File: config.mk
export PLATFORM = sky130hd
export DESIGN_NAME = mouse_receiver
export DESIGN_NICKNAME = d
export VERILOG_FILES = /design/src/rtl/mouse_pkg.sv /design/src/rtl/ps2_sync.sv /design/src/rtl/mouse_receiver.sv
export SDC_FILE = /design/constraint.sdc
export NUM_CORES = 1
export LEC_CHECK = 0
export ABC_CLOCK_PERIOD_IN_PS = 5200
export BUFFER_PORTS_ARGS = -buffer_cell sky130_fd_sc_hd__buf_2
export CAP_MARGIN = 0
export CORE_AREA = 2 2 62 64
export DETAILED_ROUTE_END_ITERATION = 6
export DIE_AREA = 0 0 64 66
export PLACE_DENSITY = 0.92
export SETUP_SLACK_MARGIN = 0.02
export SYNTH_ARGS = -nofsm -noshare
export SYNTH_HDL_FRONTEND = slang
export SYNTH_HIERARCHICAL = 1
export SYNTH_SLANG_ARGS = --single-unit
export TNS_END_PERCENT = 50
File: constraint.sdc
create_clock -name CLK -period 5.2 [get_ports CLK]
set_clock_uncertainty 0.15 [all_clocks]
set_input_delay 0.52 -clock CLK [delete_from_list [all_inputs] [get_ports CLK]]
set_output_delay 0.52 -clock CLK [all_outputs]
set_load 0.03 [all_outputs]
File: src/rtl/mouse_pkg.sv
// mouse_pkg: shared definitions for the PS/2 mouse receiver.
//   state_t          receiver FSM state encoding (3 bits, 5 legal values)
//   TIMEOUT_DEFAULT  default inter-edge timeout in CLK cycles (0.5 ms at 100 MHz)
//   ERR_PARITY       bit index of the parity-error flag in BYTE_ERROR_CODE
//   ERR_STOP         bit index of the stop-bit-error flag in BYTE_ERROR_CODE
package mouse_pkg;

  typedef enum logic [2:0] {
    IDLE   = 3'd0,
    DATA   = 3'd1,
    PARITY = 3'd2,
    STOP   = 3'd3,
    DONE   = 3'd4
  } state_t;

  localparam int TIMEOUT_DEFAULT = 50000;

  localparam int ERR_PARITY = 0;
  localparam int ERR_STOP   = 1;

endpackage

File: src/rtl/ps2_sync.sv
// ps2_sync: brings the PS/2 clock and data lines into the CLK domain.
// Each line goes through a two-flop synchronizer that resets to 1 (the
// idle level of an open-collector PS/2 bus). The clock line also gets a
// falling-edge flag.
//   clk           system clock
//   rst           asynchronous active-high reset
//   ps2_clk_in    raw PS/2 clock line
//   ps2_data_in   raw PS/2 data line
//   ps2_data_sync synchronized data line
//   ps2_clk_fall  high for one cycle when the synchronized clock goes 1 -> 0
module ps2_sync (
  input  logic clk,
  input  logic rst,
  input  logic ps2_clk_in,
  input  logic ps2_data_in,
  output logic ps2_data_sync,
  output logic ps2_clk_fall
);

  logic clk_meta_q, clk_meta_d;
  logic clk_sync_q, clk_sync_d;
  logic clk_prev_q, clk_prev_d;
  logic data_meta_q, data_meta_d;
  logic data_sync_q, data_sync_d;

  // Shift each line one stage per cycle. clk_prev holds the previous
  // synchronized clock so a falling edge can be seen without extra latency.
  always_comb begin
    clk_meta_d  = ps2_clk_in;
    clk_sync_d  = clk_meta_q;
    clk_prev_d  = clk_sync_q;
    data_meta_d = ps2_data_in;
    data_sync_d = data_meta_q;
  end

  always_ff @(posedge clk or posedge rst) begin
    if (rst) begin
      clk_meta_q  <= 1'b1;
      clk_sync_q  <= 1'b1;
      clk_prev_q  <= 1'b1;
      data_meta_q <= 1'b1;
      data_sync_q <= 1'b1;
    end else begin
      clk_meta_q  <= clk_meta_d;
      clk_sync_q  <= clk_sync_d;
      clk_prev_q  <= clk_prev_d;
      data_meta_q <= data_meta_d;
      data_sync_q <= data_sync_d;
    end
  end

  // Both lines have the same synchronizer depth, so the data value seen in
  // the edge cycle is the one the device presented before lowering clock.
  assign ps2_data_sync = data_sync_q;
  assign ps2_clk_fall  = clk_prev_q & ~clk_sync_q;

endmodule

File: src/rtl/mouse_receiver.sv
// mouse_receiver: receive-only PS/2 mouse byte receiver.
// Frames are start(0), D0..D7 (LSB first), odd parity, stop(1), each bit
// sampled on a falling edge of the mouse clock. A finished frame is
// reported with a one-cycle BYTE_READY pulse, even if it had errors.
//   CLK             system clock (100 MHz)
//   RESET           asynchronous active-high reset
//   CLK_MOUSE_IN    PS/2 clock line (asynchronous)
//   DATA_MOUSE_IN   PS/2 data line (asynchronous)
//   READ_ENABLE     low aborts or ignores frames (host is transmitting)
//   BYTE_READ       last received byte
//   BYTE_ERROR_CODE {stop error, parity error} for BYTE_READ
//   BYTE_READY      one-cycle pulse when BYTE_READ/BYTE_ERROR_CODE update
module mouse_receiver
  import mouse_pkg::*;
#(
  parameter int TIMEOUT_CYCLES = TIMEOUT_DEFAULT
) (
  input  logic       CLK,
  input  logic       RESET,
  input  logic       CLK_MOUSE_IN,
  input  logic       DATA_MOUSE_IN,
  input  logic       READ_ENABLE,
  output logic [7:0] BYTE_READ,
  output logic [1:0] BYTE_ERROR_CODE,
  output logic       BYTE_READY
);

  localparam int TW = $clog2(TIMEOUT_CYCLES + 1);
  localparam logic [TW-1:0] TIMEOUT_MAX = TW'(TIMEOUT_CYCLES);

  logic data_bit;
  logic clk_fall;

  state_t        state_q, state_d;
  logic [2:0]    bit_cnt_q, bit_cnt_d;
  logic [TW-1:0] tcnt_q, tcnt_d;
  logic [7:0]    shift_q, shift_d;
  logic          par_err_q, par_err_d;
  logic          stop_err_q, stop_err_d;
  logic [7:0]    byte_read_q, byte_read_d;
  logic [1:0]    byte_err_q, byte_err_d;
  logic          byte_ready_q, byte_ready_d;

  ps2_sync u_sync (
    .clk           (CLK),
    .rst           (RESET),
    .ps2_clk_in    (CLK_MOUSE_IN),
    .ps2_data_in   (DATA_MOUSE_IN),
    .ps2_data_sync (data_bit),
    .ps2_clk_fall  (clk_fall)
  );

  // Next-state logic. Inside a frame the priority is: READ_ENABLE low
  // aborts, then a falling edge advances the frame (and clears the
  // timeout), then an expired timeout aborts, else the timeout counts up.
  // Aborts leave the reported outputs untouched.
  always_comb begin
    state_d      = state_q;
    bit_cnt_d    = bit_cnt_q;
    tcnt_d       = tcnt_q;
    shift_d      = shift_q;
    par_err_d    = par_err_q;
    stop_err_d   = stop_err_q;
    byte_read_d  = byte_read_q;
    byte_err_d   = byte_err_q;
    byte_ready_d = 1'b0;

    case (state_q)
      IDLE: begin
        bit_cnt_d = 3'd0;
        tcnt_d    = '0;
        if (READ_ENABLE && clk_fall && !data_bit) begin
          state_d = DATA;
        end
      end

      DATA, PARITY, STOP: begin
        if (!READ_ENABLE) begin
          state_d   = IDLE;
          bit_cnt_d = 3'd0;
          tcnt_d    = '0;
        end else if (clk_fall) begin
          tcnt_d = '0;
          if (state_q == DATA) begin
            shift_d[bit_cnt_q] = data_bit;
            bit_cnt_d          = bit_cnt_q + 3'd1;
            if (bit_cnt_q == 3'd7) begin
              state_d = PARITY;
            end
          end else if (state_q == PARITY) begin
            // Odd parity: the parity bit must equal the XNOR of the data.
            par_err_d = (data_bit != ~^shift_q);
            state_d   = STOP;
          end else begin
            stop_err_d = (data_bit != 1'b1);
            state_d    = DONE;
          end
        end else if (tcnt_q >= TIMEOUT_MAX) begin
          state_d   = IDLE;
          bit_cnt_d = 3'd0;
          tcnt_d    = '0;
        end else begin
          tcnt_d = tcnt_q + TW'(1);
        end
      end

      DONE: begin
        byte_read_d             = shift_q;
        byte_err_d[ERR_PARITY]  = par_err_q;
        byte_err_d[ERR_STOP]    = stop_err_q;
        byte_ready_d            = 1'b1;
        state_d                 = IDLE;
        bit_cnt_d               = 3'd0;
        tcnt_d                  = '0;
      end

      default: begin
        state_d   = IDLE;
        bit_cnt_d = 3'd0;
        tcnt_d    = '0;
      end
    endcase
  end

  // All FSM state and outputs are registered here.
  always_ff @(posedge CLK or posedge RESET) begin
    if (RESET) begin
      state_q      <= IDLE;
      bit_cnt_q    <= 3'd0;
      tcnt_q       <= '0;
      shift_q      <= 8'h00;
      par_err_q    <= 1'b0;
      stop_err_q   <= 1'b0;
      byte_read_q  <= 8'h00;
      byte_err_q   <= 2'b00;
      byte_ready_q <= 1'b0;
    end else begin
      state_q      <= state_d;
      bit_cnt_q    <= bit_cnt_d;
      tcnt_q       <= tcnt_d;
      shift_q      <= shift_d;
      par_err_q    <= par_err_d;
      stop_err_q   <= stop_err_d;
      byte_read_q  <= byte_read_d;
      byte_err_q   <= byte_err_d;
      byte_ready_q <= byte_ready_d;
    end
  end

  assign BYTE_READ       = byte_read_q;
  assign BYTE_ERROR_CODE = byte_err_q;
  assign BYTE_READY      = byte_ready_q;

endmodule

Yosys cells after proc, flatten, opt, wreduce, memory -nomap -nowiden
Cells that the tools add are included.
Widths: inputs -> output; s select.
{"block": "classes", "add_sub_neg": 2, "order_cmp": 3, "n_eq_ne": 10, "muxes": 20, "n_bitwise": 5, "reduce_logical": 12}
{"cell": "$mux 16", "n": 4}
{"cell": "$mux 3", "n": 11}
{"cell": "$add 16x1->16 const B", "n": 1}
{"cell": "$ge 16x16->1 const B", "n": 1}
{"cell": "$reduce_and 5->1", "n": 2}
{"cell": "$bwmux 8", "n": 1}
{"cell": "$ne 4x4->1 const B", "n": 2}
{"cell": "$reduce_xnor 8->1", "n": 1}
{"cell": "$eq 3x2->1 const B", "n": 2}
{"cell": "$eq 3x3->1 const B", "n": 2}
{"cell": "$pmux 3 s2", "n": 1}
{"cell": "$ne 5x5->1 const B", "n": 1}
{"cell": "$lt 3x4->1 const B", "n": 1}
{"cell": "$not 1->1", "n": 4}
{"cell": "$reduce_and 4->1", "n": 1}
{"cell": "$add 3x1->3 const B", "n": 1}
{"cell": "$demux 1 s3", "n": 1}
{"cell": "$eq 3x1->1 const B", "n": 1}
{"cell": "$ge 3x1->1 const B", "n": 1}
{"cell": "$logic_and 1x1->1", "n": 3}
{"cell": "$logic_not 3->1", "n": 1}
{"cell": "$reduce_and 3->1", "n": 1}
{"cell": "$reduce_or 3->1", "n": 1}
{"cell": "$mux 1", "n": 2}
{"cell": "other kinds (5)", "n": 5}
{"block": "word_totals", "reg_bits": 48, "out_inout_bits": 11, "elab_cells": 66}

Depth between registers and ports, before layout
Gate-level depths: netlist (run 1).
{"block": "depth", "depth_word": 6, "mapped_depth": 7, "depth_no_buf": 6}

By module
The synthesis (run 1) kept the hierarchy.
{"mod": "mouse_receiver", "n_inst": 1, "cells_per_inst": 181, "area_each_um2": 2016.9, "seq_area_each_um2": 1076.0}
{"mod": "ps2_sync", "n_inst": 1, "cells_per_inst": 7, "area_each_um2": 148.9, "seq_area_each_um2": 131.4}

Worst setup path after synthesis (run 1)
OpenSTA, ideal clock, no wires.
{"block": "synth_path", "path_type": "register to register", "startpoint": "register u_sync.clk_prev_q", "endpoint": "register shift_q[0]", "arrival_time_ps": 1667, "required_ps": 4925, "setup_slack_ps": 3258, "path_stages_with_launch": 8, "cell_sequence": "dfstp_2 nor2b_4 and3b_2 and3_1 buf_4 nand2b_1 nor3_1 mux2_2"}
{"block": "synth_between", "elab_chain_len": 2}
{"item": "start, declared", "line_no": "ps2_sync.sv:22", "source": "logic clk_prev_q, clk_prev_d;"}
{"item": "start signal, assigned", "line_no": "ps2_sync.sv:46", "source": "clk_prev_q <= clk_prev_d;"}
{"item": "$and 1x1->1", "line_no": "ps2_sync.sv:55", "source": "assign ps2_clk_fall = clk_prev_q & ~clk_sync_q;"}
{"item": "via clk_fall", "line_no": "mouse_receiver.sv:32", "source": "logic clk_fall;"}
{"item": "$reduce_and 4->1 (no source line)"}
{"item": "end signal, assigned", "line_no": "mouse_receiver.sv:141", "source": "shift_q <= shift_d;"}
{"item": "end, declared", "line_no": "mouse_receiver.sv:37", "source": "logic [7:0] shift_q, shift_d;"}
The timed path passes the listed nets, and every way through them passes these cells.
A chain may end at the register's enable or synchronous reset.

Worst setup path in the final report (run 1)
Ends and elaborated chain as after synthesis.

==> run metrics, run 1 <==
status finished clean; global route overflow 0; Final ANT Viol Nets 0; leakage 0.00113 uW; Highest Clock Rate 467 MHz; Cell Area, Placed 2280 um^2; CP required 5.32 ns; CTS tree built; postcts setup bufs 0; Root Driver clkbuf_4; Area growth syn-to-layout 8.03%; final hold violations 0; worst hold path cell count 1; vias 1352; chip width 64 um; Util after Layout 65.9%; Power per Cell Area 277 nW/um^2; core footprint 3550 um^2; share of layout cells above drive strength 1 25.5%; worst-path fanout max 10; htree depth 2; maximum vdd ir drop 0.000152 V; Max-Cap Viols 0; ys async rst share 100%; R2R Path Start u_sync/clk_prev_q$_DFF_PP1_; Startpoint Class flop; hold crit path type primary input to flop; Row Count 22; Synth Cell Area 2170 um^2; post-cts resize count 0; Synth cell types 35; RSZ-0062 raised after global routing no; pins over their slew limit 0; Initial Utilization 61.0%; clk sinks 48; DIE AREA 4220 um^2; Crit. End Element flop; Post-Syn Instances 188; Worst Setup SP u_sync/clk_prev_q$_DFF_PP1_; Period Utilization, post-route 41.2%; post-DP HPWL 2.56 mm; crit path max-delay cell type dfstp_2; gr usage total 19.5%; Most used DFF post-synth dfrtp_1; Worst-Skew Late Latency 0.37 ns; syn nets 197; number of synthesized flops with an enable pin 0; fillers 265; Crit Path Category flop to flop; Worst R2R End shift_q[0]$_DFFE_PP0P_; Antenna Cells 0; total CTS buffers 5; final setup fails 0; Hold Buf Count CTS 0; drt drc 0; Arrival @ worst endpoint 2.26 ns; CP cell instances nor2b_4 -> and3b_2 -> and3_1 -> nand2b_1 -> nor3_1 -> mux2_2; Mean Syn Cell Area 11.5 um^2; final wirelength 3.56 mm; largest net degree at the start of global routing 44; vias per std cell 5.28; CP Capture Point shift_q[0]$_DFFE_PP0P_; reg2reg setup slack 3.06 ns; IO buf count 15; post-route minimum period 2.14 ns; Syn. warnings 6; sequential fraction of the synthesis area 55.7%; FF-to-FF path depth 6; total power 648 uW; vias in the first global route 1347; initial DRC count 94; drt pass-1 iters 4; CTS Buffer Depth 2; Die Y 66 um; Rel. slew slack 60.4%; final net count 216; CP max stage delay 0.54 ns; Setup Total Neg Slack 0 ns; post-DR wirelength/cell 13.9 um; Clk pin slew, worst setup/hold paths 0.13 ns; io pins 16; Final GP Congestion 0.757; antenna violations before repair 0; final instance area 2340 um^2; worst slew pin tran 0.590 ns; first-pass GRT wire length 6.10 mm; Synth Register Bits 48
[where the power goes]
part,total [uW],internal [uW],switching (uW)
registers,401,387,14.6
logic,64.4,25.6,38.8
clock network,182,66.3,115
[per-layer routing]
metal	share of wire [%]	global-route usage [%]
met1	42	23.2
met5	0	0
met4	1.3	8.97
met2	53	33.9
met3	3.3	4.09
[synthesized netlist by cell type, types with 2 or more instances]
cell type | instances | area [um^2]
inv_1 | 10 | 37.5
a21oi_1 | 3 | 15.0
nor2_1 | 26 | 97.6
mux2_2 | 15 | 169
dfrtp_1 | 43 | 1080
mux2_1 | 2 | 22.5
a31oi_1 | 3 | 18.8
o21ai_2 | 3 | 26.3
nor3_1 | 2 | 10.0
xor2_1 | 8 | 70.1
ha_1 | 4 | 50.1
o21ai_0 | 2 | 10.0
nand4_1 | 5 | 31.3
a22oi_1 | 2 | 15.0
and3_1 | 6 | 37.5
buf_6 | 2 | 22.5
xnor2_1 | 13 | 114
nand2_1 | 12 | 45.0
nand3_1 | 5 | 25.0
dfstp_2 | 5 | 131
and2_1 | 2 | 12.5
nand2b_1 | 2 | 12.5
[placed cells by master (no fill, tap or decap), drive strengths merged, types with 3 or more instances in the layout]
cell type  netlist  final
nand2           12     12
nand4            5      5
nand3            6      6
a31oi            4      4
dfrtp           43     43
buf              4     17
xor2             8      8
o21ai            6      6
ha               4      4
xnor2           13     13
clkbuf           1      7
a21oi            3      3
and3             6      6
nor2            26     26
inv             10     10
mux2            18     18
dfstp            5      5
[stage by stage]
step | hold WS, ns | setup slack, ns | instances
after CTS | 0.0754 | 3.06 | 256
after global placement | 0.195 | 3.14 | 248
after floorplan | 0.195 | 3.26 | 188
final | 0.0811 | 3.06 | 256
after global routing | 0.0559 | 2.90 | 256
after detailed placement | 0.199 | 3.09 | 248
[critical path: cells and delay by family (launching register included)]
family,cells,cell delay [ns]
DFF,1,0.54
and+or+nand+nor,5,0.99
muxes,1,0.35
[worst min path at each step]
| stage | end | slack (ns) | start |
|---|---|---|---|
| final | u_sync/clk_meta_q$_DFF_PP1_ | 0.08 | CLK_MOUSE_IN |
| after global routing | u_sync/data_meta_q$_DFF_PP1_ | 0.06 | DATA_MOUSE_IN |
| after CTS | u_sync/clk_meta_q$_DFF_PP1_ | 0.08 | CLK_MOUSE_IN |
| after detailed placement | u_sync/clk_prev_d$_DFF_PP1_ | 0.20 | u_sync/clk_meta_q$_DFF_PP1_ |
| after global placement | u_sync/ps2_data_sync$_DFF_PP1_ | 0.20 | u_sync/data_meta_q$_DFF_PP1_ |
| after floorplan | u_sync/clk_prev_d$_DFF_PP1_ | 0.20 | u_sync/clk_meta_q$_DFF_PP1_ |
[area by class of cell]
class | instances | area, um^2 | share of cell area (%)
clock buffer | 7 | 55.1 | 2.35
clock inverter | 1 | 7.51 | 0.321
inverter | 10 | 37.5 | 1.60
multi-input combinational | 125 | 882 | 37.7
sequential | 48 | 1210 | 51.6
tap | 48 | 60.1 | 2.57
timing repair buffer | 17 | 90.1 | 3.85
[state kept, by name, summed over array words and instances, names as in the netlist]
signal and count:
u_sync/clk_prev_q 1, bit_cnt_q 3, BYTE_READ 8, u_sync/ps2_data_sync 1, u_sync/clk_prev_d 1, BYTE_ERROR_CODE 2
par_err_q 1, BYTE_READY 1, state_q 3, u_sync/data_meta_q 1, u_sync/clk_meta_q 1, tcnt_q 16
stop_err_q 1, shift_q 8
[kinds of logic (layout without fill, tap and decap cells)]
family          count (synthesis)  in the layout  synth area share [%]
xor+xnor                       21             21                  8.49
simple gates                   67             67                  15.7
compound gates                 15             15                  4.74
buf+inv                        15             35                  3.52
flops                          48             48                  55.7
fa+ha+maj                       4              4                  2.31
mux                            18             18                  9.53
Note: power is estimated with default switching activity, not from simulation.
==> run 2: changes to the inputs <==
--- a/config.mk
+++ b/config.mk
@@ -5,13 +5,13 @@
 export SDC_FILE = /design/constraint.sdc
 export NUM_CORES = 1
 export LEC_CHECK = 0
-export ABC_CLOCK_PERIOD_IN_PS = 5200
+export ABC_CLOCK_PERIOD_IN_PS = 1800
 export BUFFER_PORTS_ARGS = -buffer_cell sky130_fd_sc_hd__buf_2
 export CAP_MARGIN = 0
-export CORE_AREA = 2 2 62 64
+export CORE_AREA = 2 2 67 69
 export DETAILED_ROUTE_END_ITERATION = 6
-export DIE_AREA = 0 0 64 66
-export PLACE_DENSITY = 0.92
+export DIE_AREA = 0 0 69 71
+export PLACE_DENSITY = 0.84
 export SETUP_SLACK_MARGIN = 0.02
 export SYNTH_ARGS = -nofsm -noshare
 export SYNTH_HDL_FRONTEND = slang
==> constraint.sdc (replaced) <==
create_clock -name CLK -period 1.8 [get_ports CLK]
set_clock_uncertainty 0.15 [all_clocks]
set_input_delay 0.18 -clock CLK [delete_from_list [all_inputs] [get_ports CLK]]
set_output_delay 0.18 -clock CLK [all_outputs]
set_load 0.03 [all_outputs]
==> run 2 against run 1 <==
Global-route usage is 3.0 points lower. Clock-buffer cell count fell by 1. Cell count is 7.0% higher. Largest power group unchanged. Worst setup slack got worse by 3.1 ns. The run now ends with setup timing left. Largest cell class unchanged. Combinational power grew to 3.6 times the previous value. Sequential power grew to 2.9 times the previous value. Core utilization is 5.4 points lower. Maximum frequency up 14%. Hold slack better by 0.13 ns. Flip-flop and latch count unchanged. Highest routed layer unchanged.
==> run metrics, run 2 (synthesis results as in run 1) <==
final wirelength 3.65 mm; post-route minimum period 1.88 ns; combinational power share 10.7%; pins over their slew limit 0; worst-path fanout max 6; NetSw 508 uW; Reg area 1210 um^2; maximum vdd ir drop 0.000653 V; crit path buf inv count 0; drt drc 0; clk sinks 48; switching part of the total 23.6%; Antenna Cells 0; post-DR wirelength/cell 13.3 um; Highest Clock Rate 532 MHz; Power per Cell Area 845 nW/um^2; global route overflow 0; Root Driver clkbuf_8; most frequent cells in the layout 43 x dfrtp_1, 26 x nor2_1, 16 x buf_2, 14 x mux2_2, 13 x xnor2_1; chip width 69 um; Initial Utilization 51.5%; Final ANT Viol Nets 0; Startpoint Class flop; Cell Area, Placed 2370 um^2; P_int 1640 uW; Max-Cap Viols 0; IO buf count 15; share of layout cells above drive strength 1 32.0%; vias 1403; io pins 16; area occupied by multi-input gates 921 um^2; initial DRC count 42; Clock power frac 35.4%; crit path max-delay cell type dfstp_2; FF-to-FF path depth 6; vias in the first global route 1391; Clk pin slew, worst setup/hold paths 0.08 ns; CTS Buffer Depth 2; Crit Path Category flop to flop; CP cell instances nor2b_4 -> and3b_2 -> and3_4 -> and2b_2 -> nand3_2 -> mux2_4; Crit. End Element flop; drt pass-1 iters 4; Setup Total Neg Slack -0.307 ns; antenna violations before repair 0; final instance area 2540 um^2; Reg with most FFs tcnt_q; CP required 1.85 ns; worst hold path cell count 0; final worst slack -0.0789 ns; largest net degree at the start of global routing 44; Area growth syn-to-layout 17.4%; leakage 0.00123 uW; Final GP Congestion 0.847; Sequential Power Share 53.8%; final setup fails 6; failing checks setup timing; status finished, violations left; Rel. slew slack 65.1%; vias per std cell 5.12; Worst-Skew Late Latency 0.31 ns; Row Count 24; final hold violations 0; worst slew pin tran 0.524 ns; total CTS buffers 5; htree depth 2; fillers 346; CTS tree built; post-DP HPWL 2.44 mm; CP max stage delay 0.52 ns; WP depth 6; first-pass GRT wire length 6.31 mm; leading cell type in the layout, fill and taps excluded dfrtp_1; Period Utilization, post-route 104%; gr usage total 16.5%; Arrival @ worst endpoint 1.93 ns; core footprint 4200 um^2; Largest register FFs 16; crit-path leading delay family simple AND/OR/NAND/NOR gates; Die Y 71 um; RSZ-0062 raised after global routing yes; final net count 230; DIE AREA 4900 um^2; hold crit path type flop to flop
## run 2: cell types whose count changed in the layout (fill, tap and decap cells not counted), moves of 2 or more
cell	before	now
buf_4	2	11
clkbuf_4	5	0
clkbuf_8	1	5
dlygate4sd3_1	0	3
mux2_1	2	0
mux2_4	1	4
## run 2: timing repair
action,in CTS,in global routing
hold buffers,3,0
buffers inserted,1,1
pin swaps,1,1
endpoints found under the hold margin,50,0
gates resized for setup,1,3
cloned,0,1
setup endpoints to repair,7,27
## run 2: worst paths after layout
kind,from,slack [ns],endpoint
max,u_sync/clk_prev_q$_DFF_PP1_,-0.08,shift_q[6]$_DFFE_PP0P_
min in group asynchronous,RESET,0.39,u_sync/data_meta_q$_DFF_PP1_
max reg2reg,u_sync/clk_prev_q$_DFF_PP1_,-0.08,shift_q[6]$_DFFE_PP0P_
min reg2reg,u_sync/data_meta_q$_DFF_PP1_,0.21,u_sync/ps2_data_sync$_DFF_PP1_
max in group asynchronous,RESET,0.71,tcnt_q[12]$_DFF_PP0_
min,u_sync/data_meta_q$_DFF_PP1_,0.21,u_sync/ps2_data_sync$_DFF_PP1_
## run 2: per-stage QoR
stage | total power [uW] | instances | hold slack, ns | worst slack [ns] | utilization [%]
after floorplan | 1340 | 188 | 0.00711 | -0.131 | -
after global placement | 1380 | 260 | 0.136 | -0.0757 | 56.3
after detailed placement | 1390 | 260 | 0.137 | -0.108 | 56.3
after CTS | 2150 | 272 | 0.210 | -0.0963 | 59.9
after global routing | 2260 | 274 | 0.220 | -0.152 | 60.5
final | 2150 | 274 | 0.209 | -0.0789 | 60.5
## run 2: area by class of cell
cell class	instances	share of cell area [%]
multi-input cells	125	36.2
well taps	52	2.56
clock buffers	6	2.85
repair buffers	31	8.02
clock inverters	2	1.38
flip-flops and latches	48	47.5
inverters	10	1.48
## run 2: power groups by stage
stage,clock (uW),sequential [uW],combinational (uW)
2_1_floorplan,0,1170,178
3_3_place_gp,0,1180,205
3_5_place_dp,0,1180,210
4_1_cts,781,1160,217
5_1_grt,834,1160,260
6_report,761,1160,230
## run 2: metal layers
layer,vias up,GRT usage (%),share of wire (%),routed length [um]
met5,-,0,0,0
met1,682,19.5,43,1580
met2,20,27.8,51,1870
met3,7,5.41,3.6,130
met4,0,7.19,2.0,72
li1,694,-,-,-
